<file path="src/rtl/ffn_argmax_classifier.sv">
// Fully-connected output stage: saturating parallel dot products over a beat stream,
// followed by a one-class-per-cycle argmax scan that reports the winning class and score.
module ffn_argmax_classifier #(
  parameter  int unsigned IN_W        = 8,
  parameter  int unsigned W_W         = 8,
  parameter  int unsigned ACC_W       = 24,
  parameter  int unsigned NUM_CLASSES = 10,
  localparam int unsigned IDX_W       = $clog2(NUM_CLASSES)
) (
  input  logic                         clock,
  input  logic                         reset,
  input  logic                         clear,
  input  logic                         in_valid,
  output logic                         in_ready,
  input  logic [IN_W-1:0]              in_feature,
  input  logic [NUM_CLASSES*W_W-1:0]   in_weights,
  input  logic                         in_last,
  output logic                         done,
  output logic [IDX_W-1:0]             class_idx,
  output logic [ACC_W-1:0]             class_score,
  output logic [NUM_CLASSES*ACC_W-1:0] scores,
  output logic                         sat
);

  localparam int unsigned PROD_W = IN_W + W_W;
  localparam logic [ACC_W-1:0] ACC_MAX = {1'b0, {(ACC_W-1){1'b1}}};
  localparam logic [ACC_W-1:0] ACC_MIN = {1'b1, {(ACC_W-1){1'b0}}};

  typedef enum logic {ST_ACCUM = 1'b0, ST_SCAN = 1'b1} state_e;

  state_e                 state_q;
  logic                   in_ready_q;
  logic                   done_q;
  logic                   sat_q;
  logic                   sat_pend_q;
  logic                   sat_cap_q;
  logic [ACC_W-1:0]       acc_q    [NUM_CLASSES];
  logic [ACC_W-1:0]       acc_d    [NUM_CLASSES];
  logic [ACC_W-1:0]       scores_q [NUM_CLASSES];
  logic [NUM_CLASSES-1:0] ovf;
  logic [IDX_W-1:0]       scan_idx_q;
  logic [IDX_W-1:0]       best_idx_q;
  logic [IDX_W-1:0]       best_idx_d;
  logic [IDX_W-1:0]       class_idx_q;
  logic [ACC_W-1:0]       best_q;
  logic [ACC_W-1:0]       best_d;
  logic [ACC_W-1:0]       class_score_q;
  logic [ACC_W-1:0]       cur_score;
  logic                   take;
  logic                   scan_last;

  // Per-class multiply and saturating accumulate; overflow is a sign mismatch of the extra bit.
  for (genvar c = 0; c < NUM_CLASSES; c++) begin : g_class
    logic signed [PROD_W-1:0] prod;
    logic signed [ACC_W:0]    sum;

    assign prod     = PROD_W'($signed(in_feature)) * PROD_W'($signed(in_weights[c*W_W +: W_W]));
    assign sum      = $signed({acc_q[c][ACC_W-1], acc_q[c]}) + (ACC_W+1)'(prod);
    assign ovf[c]   = sum[ACC_W] ^ sum[ACC_W-1];
    assign acc_d[c] = !ovf[c] ? sum[ACC_W-1:0] : (sum[ACC_W] ? ACC_MIN : ACC_MAX);
    assign scores[c*ACC_W +: ACC_W] = scores_q[c];
  end

  // Scan compare: index 0 seeds the running best, later ones win only when strictly greater.
  assign cur_score  = scores_q[scan_idx_q];
  assign take       = (scan_idx_q == '0) || ($signed(cur_score) > $signed(best_q));
  assign best_d     = take ? cur_score : best_q;
  assign best_idx_d = take ? scan_idx_q : best_idx_q;
  assign scan_last  = (scan_idx_q == IDX_W'(NUM_CLASSES - 1));

  always_ff @(posedge clock or posedge reset) begin
    if (reset) begin
      state_q       <= ST_ACCUM;
      in_ready_q    <= 1'b1;
      done_q        <= 1'b0;
      sat_q         <= 1'b0;
      sat_pend_q    <= 1'b0;
      sat_cap_q     <= 1'b0;
      scan_idx_q    <= '0;
      best_idx_q    <= '0;
      best_q        <= '0;
      class_idx_q   <= '0;
      class_score_q <= '0;
      for (int c = 0; c < NUM_CLASSES; c++) begin
        acc_q[c]    <= '0;
        scores_q[c] <= '0;
      end
    end else begin
      done_q <= 1'b0;
      if (clear) begin
        // Abort drops the vector in flight but leaves reported results untouched.
        state_q    <= ST_ACCUM;
        in_ready_q <= 1'b1;
        sat_pend_q <= 1'b0;
        scan_idx_q <= '0;
        for (int c = 0; c < NUM_CLASSES; c++) acc_q[c] <= '0;
      end else begin
        case (state_q)
          ST_ACCUM: begin
            if (in_valid) begin
              if (in_last) begin
                for (int c = 0; c < NUM_CLASSES; c++) begin
                  scores_q[c] <= acc_d[c];
                  acc_q[c]    <= '0;
                end
                sat_cap_q  <= sat_pend_q | (|ovf);
                sat_pend_q <= 1'b0;
                scan_idx_q <= '0;
                state_q    <= ST_SCAN;
                in_ready_q <= 1'b0;
              end else begin
                for (int c = 0; c < NUM_CLASSES; c++) acc_q[c] <= acc_d[c];
                sat_pend_q <= sat_pend_q | (|ovf);
              end
            end
          end
          ST_SCAN: begin
            best_q     <= best_d;
            best_idx_q <= best_idx_d;
            scan_idx_q <= scan_idx_q + IDX_W'(1);
            if (scan_last) begin
              class_idx_q   <= best_idx_d;
              class_score_q <= best_d;
              sat_q         <= sat_cap_q;
              done_q        <= 1'b1;
              state_q       <= ST_ACCUM;
              in_ready_q    <= 1'b1;
            end
          end
          default: begin
            state_q    <= ST_ACCUM;
            in_ready_q <= 1'b1;
          end
        endcase
      end
    end
  end

  assign in_ready    = in_ready_q;
  assign done        = done_q;
  assign class_idx   = class_idx_q;
  assign class_score = class_score_q;
  assign sat         = sat_q;

endmodule

</file>
<file path="config.mk">
export PLATFORM = sky130hd
export DESIGN_NAME = ffn_argmax_classifier
export DESIGN_NICKNAME = d
export VERILOG_FILES = /design/src/rtl/ffn_argmax_classifier.sv
export SDC_FILE = /design/constraint.sdc
export NUM_CORES = 2
export LEC_CHECK = 0
export CAP_MARGIN = 40
export CORE_MARGIN = 8
export CORE_UTILIZATION = 60
export CTS_BUF_LIST = sky130_fd_sc_hd__clkbuf_4 sky130_fd_sc_hd__clkbuf_8
export CTS_CLUSTER_DIAMETER = 80
export CTS_CLUSTER_SIZE = 10
export DETAILED_ROUTE_END_ITERATION = 10
export PLACE_DENSITY = 0.8
export SETUP_SLACK_MARGIN = 0.05
export SLEW_MARGIN = 30
export SYNTH_ARGS = -nofsm -noshare
export SYNTH_HDL_FRONTEND = slang
export SYNTH_SLANG_ARGS = --single-unit
</file>
<file path="constraint.sdc">
create_clock -name clock -period 24 [get_ports clock]
set_clock_uncertainty 0.1 [all_clocks]
set_input_delay 4.8 -clock clock [delete_from_list [all_inputs] [get_ports clock]]
set_output_delay 4.8 -clock clock [all_outputs]
set_load 0.02 [all_outputs]
</file>
==> impl_metrics.py <==
metrics = {
    "layout": {
        "n_fill_cell": 8501,
        "finalNonFillerCells": 8373,
        "nNetsFinal": 8647,
        "drive_gt1_share_pct": 5.00,
        "syn_to_final_growth_pct": 9.92,
    },
    "placement": {
        "gp_congestion": 0.969,
        "post-place-ws_ns": 10.47,
        "hpwl_mm": 155,
        "dpl.cell_count": 8267,
        "io_buffers": 363,
    },
    "route": {
        "wl_per_cell_um": 22.9,
        "routed_wl_mm": 192,
        "vias": 49883,
        "drc_errors": 0,
        "first_pass_iters": 7,
        "routed_via_density": 5.96,
        "first_iter_violations": 4483,
        "postRouteAntennaNets": 0,
    },
    "clocking": {
        "htreeDepth": 3,
        "cts.clk_slew.worst_paths_ns": 0.08,
        "clk_path_buf_depth": 3,
        "cts_tree": "done",
        "post_cts_buffers": 0,
        "numCtsBuffers": 69,
        "post_cts_resized": 0,
        "holdBufCountCts": 0,
        "cts_root_buffer": "clkbuf_8",
        "worstSkewPairLatency_ns": 0.70,
        "cts_sinks": 546,
    },
    "worst_hold_path": {
        "hold_path_startpoint": "acc_q[121]$_DFFE_PP0P_",
        "hold_path_class": "register to register",
    },
    "worst_setup_path": {
        "cp-startpoint": "in_feature[7]",
        "cp.required_ns": 24.53,
        "cp_slowest_cell": "and2_2",
        "critPathArrivalTime_ns": 13.44,
        "regToRegStartpoint": "acc_q[4]$_DFFE_PP0P_",
        "critPathMaxFanout": 49,
        "worstSetupEndpointType": "register",
        "cp-start-kind": "input pin",
        "cp_slowest_stage_delay_ns": 0.62,
        "worst-setup-path-type": "input pin to register",
    },
    "die": {
        "die_w_um": 350,
        "die_h_um": 350,
        "top_level_ports": 364,
        "core_area_sq_um": 111000,
        "start_util_pct": 60.4,
        "row_count": 122,
        "die_area_sq_um": 122000,
    },
    "sta": {
        "tightest_slew_ns": 0.884,
        "min_period_ns": 12.91,
        "fmax_mhz": 77.4,
        "period_share_pct": 53.8,
        "setup_tns_ns": 0,
        "finalWorstSetupSlack_ns": 11.09,
        "whs_ns": 0.382,
        "rsz0062_at_grt": "no",
        "relSlewSlack_pct": 41.0,
        "hold_viol_final": 0,
        "final_max_slew_viol_count": 0,
        "finalSetupViolCount": 0,
    },
    "run": {
        "cap_violations": 0,
    },
    "global_route": {
        "grt_pass1_vias": 52842,
        "grt_usage_pct": 31.8,
        "grt_max_degree": 97,
        "antenna_found_initial": 14,
        "use_met1_pct": 41.6,
        "busiest_layer": "met2",
        "grt_first_pass_wirelength_mm": 302,
        "globalRoute.totalOverflow": 0,
        "met2_usage_pct": 49.7,
        "use_met3_pct": 8.03,
    },
    "logic_synthesis": {
        "syn_inst": 6613,
        "synth_edf_count": 0,
        "syn-num-nets": 8401,
        "yosysSeqAreaShare_pct": 20.5,
        "syn_area_per_cell_sq_um": 10.1,
        "synth_cell_types": 94,
        "syn_area_sq_um": 66800,
        "synthArstFlopShare_pct": 100,
        "synth_seq_cells": 546,
        "ys_warn_count": 0,
        "yosys_most_used_dff": "dfrtp_1",
    },
    "status": {
        "status": "finished clean",
    },
}
## state kept, by name, indices dropped and copies added (netlist names)
signal	cells
sat_pend_q	1
class_idx	4
scores	240
acc_q	240
sat_cap_q	1
class_score	24
sat	1
in_ready	1
scan_idx_q	4
best_q	24
best_idx_q	4
done	1
state_q	1
## area by class of cell
cell class                      instances  area [sq um]  area share [%]
Multi-Input combinational cell       4700         48000            65.4
Tap cell                             1488          1860            2.54
Antenna cell                            8          20.0          0.0273
Sequential cell                       546         13700            18.6
Clock buffer                           75          1010            1.38
Inverter                             1109          4170            5.68
Timing Repair Buffer                  433          4480            6.10
Clock inverter                         14           199           0.271
## kinds of logic (layout without fill, tap and decap cells)
group                      after synthesis  count (layout)  synth area share (%)
AOI/OAI and AO/OA                     1220            1220                  11.8
xor gates and xnor gates               231             231                  3.05
adders and majority gates             1695            1695                  43.9
buffers and inverters                 1367            1631                  7.73
DFF                                    546             546                  20.5
muxes                                  129             129                  2.97
other                                    0               8                     0
and+or+nand+nor                       1425            1425                  10.1
## worst paths after layout
kind / end / slack (ns) / cells past startpoint
max: acc_q[214]$_DFFE_PP0P_ / 11.09 / 27
min: acc_q[121]$_DFFE_PP0P_ / 0.38 / 2
max reg2reg: scores[231]$_DFFE_PP0P_ / 16.02 / 25
min reg2reg: acc_q[121]$_DFFE_PP0P_ / 0.38 / 2
max in group asynchronous: acc_q[116]$_DFFE_PP0P_ / 17.13 / 8
min in group asynchronous: scores[50]$_DFFE_PP0P_ / 4.44 / 2
## cell usage after synthesis (34+ instances only)
cell      count  area share (%)
a21o_1      102             1.1
a21oi_1     283             2.1
a221o_1      61            0.91
and2_1      339             3.2
clkbuf_1    225             1.3
dfrtp_1     545              20
fa_1       1080              32
ha_1        615              12
inv_1      1096             6.2
mux2_2       61             1.0
mux4_2       48             1.6
nand2_1     656             3.7
nor2_1      216             1.2
o21ai_0     380             2.8
o21ai_1      35            0.26
o21bai_1     34            0.38
xnor2_1     148             1.9
xor2_1       81             1.1
## metrics by stage
step           util (%)  cell area [sq um]
2_1_floorplan         -              66800
3_3_place_gp       64.8              71600
3_5_place_dp       65.1              72000
4_1_cts            66.2              73200
5_1_grt            66.4              73400
6_report           66.4              73400
## per-layer routing
layer	wire length [um]	share of wire (%)
met5	48	0.025
met4	10800	5.6
met3	19900	10
met2	86900	45
met1	73900	39
## placed cells by master, fill, tap and decap left out, types with 48 or more instances in the layout
cell	count
clkbuf_8	72
o21ai_0	380
dfrtp_1	543
buf_4	48
fa_1	1080
nor2_1	215
clkdlybuf4s50_1	355
ha_1	615
inv_1	1095
a221o_1	61
mux4_2	48
mux2_2	61
xnor2_1	148
a21oi_1	283
xor2_1	81
nand2_1	655
a21o_1	102
and2_1	333
## worst max-delay path: cells and delay by family
| kind | cells | cell delay [ns] |
|---|---|---|
| adders and majority gates | 7 | 3.29 |
| AOI/OAI and AO/OA | 9 | 2.22 |
| buffers and inverters | 7 | 1.65 |
| and+or+nand+nor | 3 | 1.25 |
| xor gates and xnor gates | 1 | 0.18 |
Power is not shown: default switching activity piles up to over one toggle a cycle in this logic, so the estimate is an artifact.
